File: config.mk
export PLATFORM = sky130hd
export DESIGN_NAME = com_serial_divider
export DESIGN_NICKNAME = d
export VERILOG_FILES = /design/src/rtl/com_serial_divider.sv
export SDC_FILE = /design/constraint.sdc
export NUM_CORES = 1
export LEC_CHECK = 0
export CORE_MARGIN = 1.5
export CORE_UTILIZATION = 35
export DETAILED_ROUTE_END_ITERATION = 6
export PLACE_DENSITY_LB_ADDON = 0.3
export SYNTH_ARGS = -nofsm -noshare
export SYNTH_HDL_FRONTEND = slang
export SYNTH_SLANG_ARGS = --single-unit
File: constraint.sdc
create_clock -name clk -period 6.15 [get_ports clk]
set_input_delay 0.615 -clock clk [delete_from_list [all_inputs] [get_ports clk]]
set_output_delay 0.615 -clock clk [all_outputs]
set_load 0.02 [all_outputs]
File: src/rtl/com_serial_divider.sv
// rtl/com_serial_divider.sv - multi-cycle unsigned restoring divider (optional macro COM_DIV_HOLD_EN)
// With COM_DIV_HOLD_EN defined, a zero divisor leaves quotient/remainder unchanged.
module com_serial_divider #(
    parameter int WIDTH = 32
) (
    input  logic             clk,
    input  logic             reset,
    input  logic             start,
    input  logic [WIDTH-1:0] dividend,
    input  logic [WIDTH-1:0] divisor,
    output logic             rfd,
    output logic [WIDTH-1:0] quotient,
    output logic [WIDTH-1:0] remainder,
    output logic             valid,
    output logic             div_by_zero
);

    localparam int CW = $clog2(WIDTH + 1);
    localparam logic [CW-1:0] LAST_ITER = CW'(WIDTH - 1);

    typedef enum logic [1:0] {IDLE, BUSY, DONE} state_t;

    state_t           state;
    state_t           nextState;
    logic [WIDTH-1:0] dReg;      // dividend shifts out of the top, quotient bits shift in at the bottom
    logic [WIDTH-1:0] vReg;
    logic [WIDTH-1:0] rReg;
    logic [CW-1:0]    iterCnt;
    logic             zeroDiv;

    logic [WIDTH:0]   rShift;
    logic [WIDTH-1:0] rDiff;
    logic             qBit;

    // The partial remainder is always below the divisor, so WIDTH bits hold it;
    // only the shifted value needs the extra top bit for the compare.
    always_comb begin
        rShift = {rReg, dReg[WIDTH-1]};
        qBit   = (rShift >= {1'b0, vReg});
        rDiff  = rShift[WIDTH-1:0] - vReg;
    end

    always_comb begin
        nextState = state;
        rfd       = 1'b0;
        case (state)
            IDLE: begin
                rfd = 1'b1;
                if (start) begin
                    nextState = BUSY;
                end
            end
            BUSY: begin
                if (iterCnt == LAST_ITER) begin
                    nextState = DONE;
                end
            end
            DONE: begin
                nextState = IDLE;
            end
            default: begin
                nextState = IDLE;
            end
        endcase
    end

    always_ff @(posedge clk) begin
        if (reset) begin
            state <= IDLE;
        end else begin
            state <= nextState;
        end
    end

    always_ff @(posedge clk) begin
        if (reset) begin
            dReg        <= '0;
            vReg        <= '0;
            rReg        <= '0;
            iterCnt     <= '0;
            zeroDiv     <= 1'b0;
            quotient    <= '0;
            remainder   <= '0;
            valid       <= 1'b0;
            div_by_zero <= 1'b0;
        end else begin
            valid <= 1'b0;
            case (state)
                IDLE: begin
                    if (start) begin
                        dReg    <= dividend;
                        vReg    <= divisor;
                        rReg    <= '0;
                        iterCnt <= '0;
                        zeroDiv <= (divisor == '0);
                    end
                end
                BUSY: begin
                    dReg    <= {dReg[WIDTH-2:0], qBit};
                    rReg    <= qBit ? rDiff : rShift[WIDTH-1:0];
                    iterCnt <= iterCnt + 1'b1;
                end
                DONE: begin
                    valid       <= 1'b1;
                    div_by_zero <= zeroDiv;
`ifdef COM_DIV_HOLD_EN
                    if (!zeroDiv) begin
                        quotient  <= dReg;
                        remainder <= rReg;
                    end
`else
                    // A zero divisor always subtracts, so the iterations naturally
                    // leave all-ones in the quotient and the dividend in the remainder.
                    quotient  <= dReg;
                    remainder <= rReg;
`endif
                end
                default: begin
                end
            endcase
        end
    end

endmodule

==> metrics.cfg <==
[logic_synthesis]
synth_seq_cells = 171
synth-compound-area-share_pct = 19.4
synth-xor-area-share_pct = 2.76
yosysUniqueCellTypes = 63
syn-cell-area_um2 = 8250
synthCells = 1078
synth_top_family_by_area = simple AND/OR/NAND/NOR gates
synth_adder_area_share_pct = 5.25
syn_area_per_cell_um2 = 7.65
yosysWarnings = 0
ys.flop_type = dfxtp_1
synth_nets = 1179
ys_seq_area_share_pct = 41.5
synthArstFlopShare_pct = 0
synthMuxAreaShare_pct = 2.67
synth-edff-count = 0
synthSimpleGateAreaFrac_pct = 23.3

[drt]
wl_per_cell_um = 14.7
ant_nets = 0
route.vias.total = 7615
drcViolationCount = 0
avgViaCountPerCell = 5.09
drtPass1Iterations = 7
first_iter_violations = 485
routed_wirelength_um = 22000

[power]
p_sw_uw = 2020
ir_drop_mv = 0.309
p_per_area_nw_per_um2 = 468
p_int_uw = 2820
p_comb_share_pct = 50.9
swShare_pct = 41.8
power_leakage_uw = 0.00391
pwr-share-clk_pct = 21.8
seqPwrFrac_pct = 27.2

[clocking]
cts.sinks = 171
cts_buffers = 17
cts_tree = done
root_buffer = clkbuf_16
post-cts-setup-buffer-count = 0
htree_levels = 4
worstSkewPairLatency_ps = 450
ctsHoldBuffers = 0
path_clk_slew_ps = 80
clockBufferDepth = 2
ctsResizeCount = 0

[hold_path]
hp-class = flop to flop
whs_path_depth = 2

[sta]
setup_tns_ps = 0
fin_skew_ps = 22.7
finalCritPeriodShare_pct = 50.4
report.final.slew_viol_count = 0
rsz0062_at_grt = no
finalHoldViolCount = 0
fmax_ghz = 0.323
layout_setup_ws_ps = 3050
worstMarginPinSlew_ps = 1120
relSlewSlack_pct = 25.1
period_needed_ps = 3100
setup_viol = 0

[placement]
port_buffers = 133
hpwl_um = 15200
place.gp.congestion = 0.887
dp_slack_ps = 2910

[global_routing]
grt_usage_pct = 18.4
grt_pass1_vias = 7254
grt.overflow.total = 0
grt_max_degree = 102
grt_pass1_wl_um = 36200
antenna_found_initial = 0

[die]
placementRows = 55
die_x_um = 157
core-area_um2 = 22800
pin_count = 134
die_area_um2 = 24500
start_util_pct = 36.1
die_y_um = 157

[setup_path]
start_kind = flop
path_max_fanout = 36
slowest_delay_ps = 610
worstPathCellList = inv_1 -> ha_1 -> nand2_1 -> o21ai_2 -> a41oi_4 -> a211oi_4 -> a211oi_2 -> o211ai_4 -> nand2_4 -> or4_1 -> nand2_1
crit_top_cell = nand2_1
cp.buffers_inverters = 1
slowest_stage = or4_1
r2r_cells = 11
cp-end-kind = flop
arrival_ps = 3480
crit_family = compound AO/OA/AOI/OAI gates
cp_num_cells = 11
setup.worst_path.class = flop to flop
cp.required_ps = 6530

[finish]
insertedDiodeCount = 0
regArea_um2 = 3420
fillers = 2361
drive_above_1_share_pct = 4.73
syn2layout_area_growth_pct = 25.5
fin_nets = 1272
multiInputGateArea_um2 = 4420

[run_status]
status = finished clean

[job]
cap_violations = 0

power groups by stage:
stage	combinational, µW	sequential [µW]	clock [µW]
2_1_floorplan	2050	1310	0
3_3_place_gp	2440	1340	0
3_5_place_dp	2460	1340	0
4_1_cts	2460	1320	1090
5_1_grt	2750	1340	1130
6_report	2470	1320	1060
state kept, by name, summed over array words and instances, names as in the netlist:
signal,count
vReg,32
remainder,32
div_by_zero,1
dReg,32
zeroDiv,1
valid,1
quotient,32
rReg,32
state,2
iterCnt,6
synthesized netlist by cell type, types with 3 or more instances:
| cell | n | area, µm² |
|---|---|---|
| dfxtp_1 | 171 | 3420 |
| o21a_1 | 5 | 37.5 |
| buf_2 | 4 | 20.0 |
| a32oi_1 | 6 | 52.6 |
| nand3_1 | 22 | 110 |
| nor4_1 | 31 | 194 |
| nand4_1 | 10 | 62.6 |
| a21oi_1 | 149 | 746 |
| ha_1 | 33 | 413 |
| o21ai_1 | 4 | 20.0 |
| o211ai_1 | 5 | 37.5 |
| nor2_1 | 91 | 342 |
| a21boi_0 | 3 | 22.5 |
| or2_2 | 3 | 18.8 |
| o21ai_0 | 40 | 200 |
| xor2_1 | 13 | 114 |
| nand2b_1 | 4 | 25.0 |
| nand2_1 | 261 | 980 |
| buf_1 | 5 | 18.8 |
| a21o_1 | 10 | 75.1 |
| clkbuf_1 | 55 | 206 |
| o21bai_1 | 5 | 37.5 |
| inv_1 | 39 | 146 |
| nor3_1 | 11 | 55.1 |
| or3_1 | 3 | 18.8 |
| mux2i_1 | 22 | 220 |
| nor2b_1 | 4 | 25.0 |
| a22oi_1 | 12 | 90.1 |
| and3_1 | 5 | 31.3 |
| xnor2_1 | 13 | 114 |
metrics by stage:
step	cells	cell area [µm²]	hold WS (ps)	util, %	power [µW]
3_3_place_gp	1465	9770	442	42.8	3780
5_1_grt	1497	10300	463	45.3	5220
3_5_place_dp	1465	9770	446	42.8	3800
6_report	1497	10300	453	45.3	4850
2_1_floorplan	1078	8250	432	-	3360
4_1_cts	1497	10300	455	45.3	4860
cell type report:
cell class | instances | area share [%]
Timing Repair Buffer | 141 | 13.4
Clock buffer | 18 | 4.15
Inverter | 39 | 1.41
Tap cell | 313 | 3.78
Clock inverter | 14 | 1.44
Multi-Input combinational cell | 801 | 42.7
Sequential cell | 171 | 33.1
cell families (layout without fill, tap and decap cells):
kind of cell | count (synthesis) | in the layout
mux | 22 | 22
simple gates | 453 | 453
compound gates | 266 | 266
flops | 171 | 171
xor+xnor | 26 | 26
fa+ha+maj | 34 | 34
buf+inv | 106 | 212
worst register-to-register path, cell delays in order (launching register included):
cell	delay [ps]
dfxtp_1	330
inv_1	40
ha_1	340
nand2_1	100
o21ai_2	240
a41oi_4	200
a211oi_4	340
a211oi_2	170
o211ai_4	250
nand2_4	340
or4_1	620
nand2_1	70
final timing paths:
path / start / slack (ps) / endpoint
max: vReg[2]$_SDFFE_PP0P_ / 3050 / rReg[28]$_SDFFE_PP0P_
min: quotient[14]$_SDFFE_PP0P_ / 450 / quotient[14]$_SDFFE_PP0P_
max reg2reg: vReg[2]$_SDFFE_PP0P_ / 3050 / rReg[28]$_SDFFE_PP0P_
min reg2reg: quotient[14]$_SDFFE_PP0P_ / 450 / quotient[14]$_SDFFE_PP0P_
cell usage in the layout, fill, tap and decap left out, types with 10 or more instances in the layout:
cell	Yosys	layout
dfxtp_1	171	171
nor2_1	91	90
o21ai_0	40	40
xnor2_1	13	13
xor2_1	13	13
mux2i_1	22	22
clkdlybuf4s50_1	0	132
nor3_1	11	11
nor4_1	31	31
a22oi_1	12	12
ha_1	33	33
a21o_1	10	10
nand3_1	22	22
clkbuf_16	0	17
nand2_1	261	260
nand4_1	10	10
inv_1	39	39
a21oi_1	149	149
routing by layer:
| metal | vias to the layer above | routed length, µm | global-route usage [%] |
|---|---|---|---|
| li1 | 3872 | - | - |
| met1 | 3549 | 10700 | 24.4 |
| met2 | 167 | 9780 | 28.9 |
| met3 | 27 | 1060 | 4.35 |
| met4 | 0 | 446 | 6.94 |
| met5 | - | 0 | 0 |
(Power assumes the default switching activity.)
